### src/rtl/wb_sequencer_if.sv
// -----------------------------------------------------------------------------
// wb_sequencer_if
//   Stage-4/stage-5 control bundle between the pipeline control logic
//   (master) and the writeback sequencer (slave).
//
//   ir4_output       instruction currently in stage 4
//   valid4           stage-4 instruction is valid
//   stall            hold stage-5 state this cycle
//   flush            squash the stage-4 instruction (bubble into stage 5)
//   select_z5        z5 source: 0=read_data, 1=z4, 2=pc4
//   select_writedata 0=forward z5_output, 1=md4_output
//   reg_write        register-file write enable (stage 5)
//   write_reg        register-file write address (stage 5)
// -----------------------------------------------------------------------------
interface wb_sequencer_if;
    logic [31:0] ir4_output;
    logic        valid4;
    logic        stall;
    logic        flush;
    logic [1:0]  select_z5;
    logic        select_writedata;
    logic        reg_write;
    logic [4:0]  write_reg;

    modport master (
        output ir4_output, valid4, stall, flush,
        input  select_z5, select_writedata, reg_write, write_reg
    );

    modport slave (
        input  ir4_output, valid4, stall, flush,
        output select_z5, select_writedata, reg_write, write_reg
    );
endinterface

### src/rtl/wb_sequencer.sv
// -----------------------------------------------------------------------------
// wb_sequencer
//   Writeback-stage control sequencer. Decodes the stage-4 instruction to
//   drive the z5 source select and the store write-data forwarding select,
//   and registers the stage-5 destination/write-enable for the register file.
//
//   Ports:
//     clk            pipeline clock
//     rst_n          asynchronous active-low reset
//     bus            wb_sequencer_if.slave (ir4/valid4/stall/flush in,
//                    select_z5/select_writedata/reg_write/write_reg out)
//     illegal_clr    clear the sticky illegal flag (synchronous)
//     illegal_op     sticky: undecodable opcode retired into stage 5
//     retired_count  retired-instruction counter (optional)
//     load_count     retired-load counter (optional)
//
//   Optional feature: define WB_PERF_CNT_EN to build the performance
//   counters; otherwise both counter outputs are tied to zero.
// -----------------------------------------------------------------------------
module wb_sequencer #(
    parameter int unsigned RA_REG = 31,
    parameter int unsigned CNT_W  = 32
) (
    input  logic             clk,
    input  logic             rst_n,
    wb_sequencer_if.slave    bus,
    input  logic             illegal_clr,
    output logic             illegal_op,
    output logic [CNT_W-1:0] retired_count,
    output logic [CNT_W-1:0] load_count
);

    typedef enum logic [5:0] {
        OP_RTYPE = 6'h00,
        OP_J     = 6'h02,
        OP_JAL   = 6'h03,
        OP_BEQ   = 6'h04,
        OP_BNE   = 6'h05,
        OP_ADDI  = 6'h08,
        OP_SLTI  = 6'h0A,
        OP_ANDI  = 6'h0C,
        OP_ORI   = 6'h0D,
        OP_LUI   = 6'h0F,
        OP_LW    = 6'h23,
        OP_SW    = 6'h2B
    } opcode_e;

    localparam logic [4:0] RA_IDX = 5'(RA_REG);

    logic [31:0] ir;
    logic [5:0]  op;
    logic [4:0]  rt;
    logic [4:0]  rd;
    logic        unused_ir_bits;

    logic [1:0]  sel_dec;
    logic [4:0]  dest;
    logic        wen_raw;
    logic        wen;
    logic        illegal_dec;
    logic        advance;

    logic        wen5;
    logic [4:0]  dest5;

    assign ir  = bus.ir4_output;
    assign op  = ir[31:26];
    assign rt  = ir[20:16];
    assign rd  = ir[15:11];
    assign unused_ir_bits = ^{ir[25:21], ir[10:0]};

    // Instruction decode; non-writing ops carry dest 0.
    always_comb begin
        sel_dec     = 2'd1;
        dest        = '0;
        wen_raw     = 1'b0;
        illegal_dec = 1'b0;
        case (op)
            OP_RTYPE: begin
                dest    = rd;
                wen_raw = 1'b1;
            end
            OP_ADDI, OP_SLTI, OP_ANDI, OP_ORI, OP_LUI: begin
                dest    = rt;
                wen_raw = 1'b1;
            end
            OP_LW: begin
                sel_dec = 2'd0;
                dest    = rt;
                wen_raw = 1'b1;
            end
            OP_JAL: begin
                sel_dec = 2'd2;
                dest    = RA_IDX;
                wen_raw = 1'b1;
            end
            OP_SW, OP_BEQ, OP_BNE, OP_J: ;
            default: illegal_dec = 1'b1;
        endcase
    end

    // Register 0 is hard-wired; never write it.
    assign wen = wen_raw & (dest != 5'd0);

    assign bus.select_z5 = bus.valid4 ? sel_dec : 2'd1;

    // An instruction moves into stage 5 on this edge.
    assign advance = bus.valid4 & ~bus.stall & ~bus.flush;

    always_ff @(posedge clk or negedge rst_n) begin
        if (!rst_n) begin
            wen5  <= 1'b0;
            dest5 <= '0;
        end else if (!bus.stall) begin
            if (bus.flush || !bus.valid4) begin
                wen5  <= 1'b0;
                dest5 <= '0;
            end else begin
                wen5  <= wen;
                dest5 <= dest;
            end
        end
    end

    assign bus.reg_write = wen5;
    assign bus.write_reg = dest5;

    // A store whose data register is being written by stage 5 takes the
    // forwarded z5 value instead of md4.
    assign bus.select_writedata =
        ~(bus.valid4 & (op == OP_SW) & wen5 & (dest5 == rt));

    // Set has priority over clear.
    always_ff @(posedge clk or negedge rst_n) begin
        if (!rst_n) begin
            illegal_op <= 1'b0;
        end else if (advance && illegal_dec) begin
            illegal_op <= 1'b1;
        end else if (illegal_clr) begin
            illegal_op <= 1'b0;
        end
    end

`ifdef WB_PERF_CNT_EN
    always_ff @(posedge clk or negedge rst_n) begin
        if (!rst_n) begin
            retired_count <= '0;
            load_count    <= '0;
        end else if (advance) begin
            retired_count <= retired_count + CNT_W'(1);
            if (op == OP_LW) begin
                load_count <= load_count + CNT_W'(1);
            end
        end
    end
`else
    assign retired_count = '0;
    assign load_count    = '0;
`endif

endmodule

### src/flat_wrapper.sv
// flat-port wrapper written by rule: the top's interface ports become plain ports
module wb_sequencer_flat 
#(
    parameter int unsigned RA_REG = 31,
    parameter int unsigned CNT_W  = 32
)
  (clk, rst_n, illegal_clr, illegal_op, retired_count, load_count, bus_ir4_output, bus_valid4, bus_stall, bus_flush, bus_select_z5, bus_select_writedata, bus_reg_write, bus_write_reg);
  wb_sequencer_if bus_i ();
  input  logic clk;
  input  logic rst_n;
  input  logic illegal_clr;
  output logic illegal_op;
  output logic [CNT_W-1:0] retired_count;
  output logic [CNT_W-1:0] load_count;
  input wire logic [$bits(bus_i.ir4_output)-1:0] bus_ir4_output;
  input wire logic [$bits(bus_i.valid4)-1:0] bus_valid4;
  input wire logic [$bits(bus_i.stall)-1:0] bus_stall;
  input wire logic [$bits(bus_i.flush)-1:0] bus_flush;
  output wire logic [$bits(bus_i.select_z5)-1:0] bus_select_z5;
  output wire logic [$bits(bus_i.select_writedata)-1:0] bus_select_writedata;
  output wire logic [$bits(bus_i.reg_write)-1:0] bus_reg_write;
  output wire logic [$bits(bus_i.write_reg)-1:0] bus_write_reg;
  assign bus_i.ir4_output = bus_ir4_output;
  assign bus_i.valid4 = bus_valid4;
  assign bus_i.stall = bus_stall;
  assign bus_i.flush = bus_flush;
  assign bus_select_z5 = bus_i.select_z5;
  assign bus_select_writedata = bus_i.select_writedata;
  assign bus_reg_write = bus_i.reg_write;
  assign bus_write_reg = bus_i.write_reg;
  wb_sequencer #(.RA_REG(RA_REG), .CNT_W(CNT_W)) u_core (.clk(clk), .rst_n(rst_n), .bus(bus_i), .illegal_clr(illegal_clr), .illegal_op(illegal_op), .retired_count(retired_count), .load_count(load_count));
endmodule
### config.mk
export PLATFORM = sky130hd
export DESIGN_NAME = wb_sequencer_flat
export DESIGN_NICKNAME = d
export VERILOG_FILES = /design/src/rtl/wb_sequencer_if.sv /design/src/rtl/wb_sequencer.sv /design/src/flat_wrapper.sv
export SDC_FILE = /design/constraint.sdc
export NUM_CORES = 1
export LEC_CHECK = 0
export ABC_CLOCK_PERIOD_IN_PS = 2300
export BUFFER_PORTS_ARGS = -buffer_cell sky130_fd_sc_hd__buf_2
export CORE_MARGIN = 2
export CORE_UTILIZATION = 28
export CTS_CLUSTER_SIZE = 30
export DETAILED_ROUTE_END_ITERATION = 10
export HOLD_SLACK_MARGIN = 0.06
export PLACE_DENSITY = 0.69
export SYNTH_ARGS = -nofsm -noshare
export SYNTH_HDL_FRONTEND = slang
export SYNTH_SLANG_ARGS = --single-unit
### constraint.sdc
create_clock -name clk -period 2.3 [get_ports clk]
set_clock_uncertainty 0.1 [all_clocks]
set_input_delay 0 -clock clk [delete_from_list [all_inputs] [get_ports clk]]
set_output_delay 0 -clock clk [all_outputs]
set_load 0.05 [all_outputs]
# == Word level (Yosys, flattened, before mapping) ==
# Index checks and enable logic that the tools add are counted.
# op_classes
addsub,0
multipliers,0
n_div,0
n_lt_le_gt_ge,0
eq_ne,12
shifts,0
n_mux,9
bitwise_logic,9
n_reduce_logical,9
# op_table
op,count
"6-bit by 4-bit == test with 1-bit output, second input constant",5
5-bit case mux with 3 select lines,1
"6-bit by 2-bit == test with 1-bit output, second input constant",2
"6-bit by 3-bit == test with 1-bit output, second input constant",2
"6-bit == test, second input constant",2
12-bit OR reduction,1
8-bit OR reduction,1
1-bit bitwise AND,6
6-bit logical NOT,1
6-bit OR reduction,1
5-bit == test,1
1-bit two-way mux,5
5-bit two-way mux,1
5-bit nonzero test,1
2-bit case mux with 2 select lines,1
1-bit inverter,3
2-bit two-way mux,1
2-bit nonzero test,1
1-bit logical AND,1
1-bit logical NOT,1
1-bit logical OR,1
# totals
ff_bits,7
latchBits,0
ram_bits,0
romBits,0
in_bits,38
output_inout_bits,74
wordCells,42
mem_count,0

# == Logic depth before layout (Yosys ltp) ==
# depth
ltp_word,6
depth_mapped,6
mapped_depth_nobuf,5

# == Worst setup path before layout ==
# OpenSTA, ideal clock, no wires.
# synth_timing
path_type,flip-flop to output port
startpoint,register u_core.dest5[3] (netlist: u_core.bus.write_reg[3])
endpoint,output bus_select_writedata
arrival_time_ps,1563
required_time_ps,2200
setup_slack_ps,637
stages_incl_launch_ff,4
path_buffers,0
path_cell_list,dfrtp_1 -> xor2_1 -> nor4_1 -> nand4_1
# synth_via
elab_chain_len,3
# synth_rtl
element,line,rtl
from (decl),wb_sequencer.sv:64,logic [4:0] dest5;
from (signal assigned),wb_sequencer.sv:120,dest5 <= dest;
5-bit == test,wb_sequencer.sv:131,~(bus.valid4 & (op == OP_SW) & wen5 & (dest5 == rt));
1-bit bitwise AND,wb_sequencer.sv:131,
1-bit inverter,wb_sequencer.sv:131,
to (decl),flat_wrapper.sv:20,output wire logic [$bits(bus_i.select_writedata)-1:0] bus_select_writedata;
# No other way between the ends.

# == Worst setup path after layout ==
# layout_timing
startpoint,input bus_ir4_output[28]
endpoint,register u_core.dest5[1] (netlist: u_core.bus.write_reg[1])
# layout_via
elab_chain_len,4
word_cells_on_any_way,11
classes_between,7 x eq/ne; 2 x mux; 2 x reduce/logical
# layout_rtl
element,line,rtl
from (decl),flat_wrapper.sv:15,input wire logic [$bits(bus_i.ir4_output)-1:0] bus_ir4_output;
6-bit by 4-bit == test with 1-bit output / 6-bit == test (equally long branches),wb_sequencer.sv:78,case (op)
6-bit OR reduction (no line),n/a,
5-bit case mux with 3 select lines (*),wb_sequencer.sv:78,
5-bit two-way mux (*),wb_sequencer.sv:115,if (bus.flush || !bus.valid4) begin
# Mark *: on every way between the ends. The rest lies on a longest branch, timed or not.
# A chain may end at the register's enable or synchronous reset.

==> impl_metrics.env <==
export IMPL_status="complete, no violations"
export IMPL_post_route_util_pct=32.8
export IMPL_final_cells=225
export IMPL_endpoint="u_core.bus.write_reg[1]$_DFFE_PN0N_"
export IMPL_r2r_slack_ps=770
export IMPL_synth_top_area_share_pct=44.3
export IMPL_cts_max_path_buffers=2
export IMPL_dr_pass1_iters=4
export IMPL_gp_congestion=0.826
export IMPL_clkSinkCount=7
export IMPL_synth_cell_type_count=35
export IMPL_synthTopCellsByArea="buf_4, dfrtp_1, a221o_1"
export IMPL_reg2reg_from="u_core.bus.write_reg[3]$_DFFE_PN0N_"
export IMPL_dieArea_sq_mm=0.00452
export IMPL_grt_use_total_pct=8.62
export IMPL_fin_ws_ps=532
export IMPL_power_density_mw_per_mm2=514
export IMPL_postCtsResizedCells=0
export IMPL_placed_area_sq_mm=0.00105
export IMPL_start_util_pct=29.9
export IMPL_reg2reg_depth=2
export IMPL_critical_path_required_ps=2310
export IMPL_synth_edf_count=0
export IMPL_clkLatencyLatePin_ps=230
export IMPL_synth_largest_area_cell="buf_4"
export IMPL_drive_gt1_share_pct=22.6
export IMPL_synth_area_per_cell_sq_um=8.35
export IMPL_cts_root_buf="clkbuf_8"
export IMPL_stdcell_area_sq_mm=0.00123
export IMPL_ant_nets=0
export IMPL_synthesis_area_sq_mm=0.00112
export IMPL_hold_viol_final=0
export IMPL_wl_per_cell_um=9.59
export IMPL_yosysWarnings=0
export IMPL_dieWidth_um=67.2
export IMPL_min_period_ps=1770
export IMPL_critical_path_startpoint="bus_ir4_output[28]"
export IMPL_core_sq_mm=0.00374
export IMPL_crit_arrival_ps=1770
export IMPL_grt_max_degree=10
export IMPL_num_rows=22
export IMPL_cts_clk_slew_worst_paths_ps=40
export IMPL_max_cap_violations=0
export IMPL_dpl_hpwl_um=1680
export IMPL_period_share_pct=76.8
export IMPL_pre_cts_slack_ps=851
export IMPL_hold_path_class="input port to register"
export IMPL_vias_per_cell=3.84
export IMPL_cts_tree="yes"
export IMPL_critical_path_class="input port to register"
export IMPL_io_buffer_count=31
export IMPL_nets=216
export IMPL_place_inst=208
export IMPL_synth_ff_type="dfrtp_1"
export IMPL_fp_dieH_um=67.2
export IMPL_ys_async_sr_fraction_pct=100
export IMPL_syn_inst=134
export IMPL_n_antenna_cell=0
export IMPL_synth_seq_area_share_pct=15.7
export IMPL_boundaryPins=112
export IMPL_max_freq_mhz=566
export IMPL_grt_pass1_vias=669
export IMPL_dr_total_vias=864
export IMPL_grt_overflow_total=0
export IMPL_largest_reg_flops=5
export IMPL_cts_buffers=3
export IMPL_htreeDepth=1
export IMPL_grt_pass1_wl_um=2980
export IMPL_drt_iter0_drc=83
export IMPL_antenna_found_initial=0
export IMPL_area_growth_pct=9.73
export IMPL_timing_rr_end="u_core.bus.write_reg[3]$_DFFE_PN0N_"
export IMPL_wl_um=2160
export IMPL_drc=0
export IMPL_fill_cells=430
export IMPL_critPathMaxFanout=9
export IMPL_peakVddDrop_mv=0.127
export IMPL_rsz0062_at_grt="no"
export IMPL_finalSetupViolCount=0
export IMPL_finalSetupTns_ps=0
export IMPL_ys_ff_latch=7
export IMPL_end_kind="register"
export IMPL_leakage_nw=0.652
export IMPL_drv_slew=0
export IMPL_critPathLaunchType="input port"
-- placed cells by master (no fill, tap or decap), types with 5 or more instances in the layout --
master | Yosys | routed
nor2_1 | 5 | 5
xor2_1 | 5 | 5
dlygate4sd3_1 | 0 | 13
a21oi_1 | 5 | 5
nand2_1 | 7 | 7
dfrtp_1 | 7 | 7
buf_2 | 0 | 31
a221o_1 | 5 | 5
conb_1 | 1 | 64
-- worst min path at each step --
stage / start / end / slack [ps] / cells past startpoint
2_1_floorplan: rst_n / u_core.bus.reg_write$_DFFE_PN0N_ / -400 / 0
3_3_place_gp: rst_n / u_core.bus.write_reg[0]$_DFFE_PN0N_ / -260 / 1
3_5_place_dp: rst_n / u_core.bus.write_reg[3]$_DFFE_PN0N_ / -260 / 1
4_1_cts: bus_ir4_output[30] / u_core.illegal_op$_DFFE_PN0P_ / 70 / 3
5_1_grt: bus_stall / u_core.bus.reg_write$_DFFE_PN0N_ / 100 / 3
6_report: bus_ir4_output[30] / u_core.illegal_op$_DFFE_PN0P_ / 60 / 3
-- area by class of cell --
type	count	area [sq um]	share of cell area (%)
multi-input combinational	119	651	53.0
tap	48	60.1	4.89
clock buffer	4	45.0	3.67
sequential	7	175	14.3
timing repair buffer	44	285	23.2
inverter	3	11.3	0.917
-- Yosys cell counts, drive strengths merged (2+ instances only) --
master  instances
buf            68
dfrtp           7
nand2           7
a21oi           5
a221o           5
nor2            5
xor2            5
inv             3
nand3           3
nor2b           2
nor3b           2
nor4            2
or4             2
-- cells by family after synthesis --
family	synth area share, %
mux	0.895
buf+inv	47.3
flops	15.7
other cells	0.335
simple gates	15.9
fa+ha+maj	1.01
compound gates	15.0
xor+xnor	3.91
-- power by group --
part           switching, W  internal [W]  leakage (nW)
logic              0.000283     0.0000431         0.533
registers        0.00000224      0.000127        0.0967
clock network     0.0000560      0.000120        0.0228
-- metrics by stage --
stage	power (W)	hold WS, ps
2_1_floorplan	0.000493	-396
3_3_place_gp	0.000441	-258
3_5_place_dp	0.000442	-255
4_1_cts	0.000632	66.2
5_1_grt	0.000659	99.7
6_report	0.000631	60.0
-- per-layer routing --
metal	GRT usage, %	up-vias	part of all wire, %	wire, um
met5	0	-	0	0
met1	9.73	378	39	831
li1	-	418	-	-
met3	2.17	3	13	274
met2	15.6	65	48	1030
met4	3.06	0	1.2	25
-- worst max-delay path: stages --
cell and delay (ps):
buf_2 190, nor2_1 90, a32o_1 270, a22oi_2 240
nor3_2 110, a221o_1 310, dlygate4sd3_1 560
-- repair_timing --
item,CTS,global route
endpoints found under the hold margin,13,0
hold buffers,13,0
buffers inserted,0,0
endpoints found under the setup margin,0,0
Power figures use the tool's default switching activity.
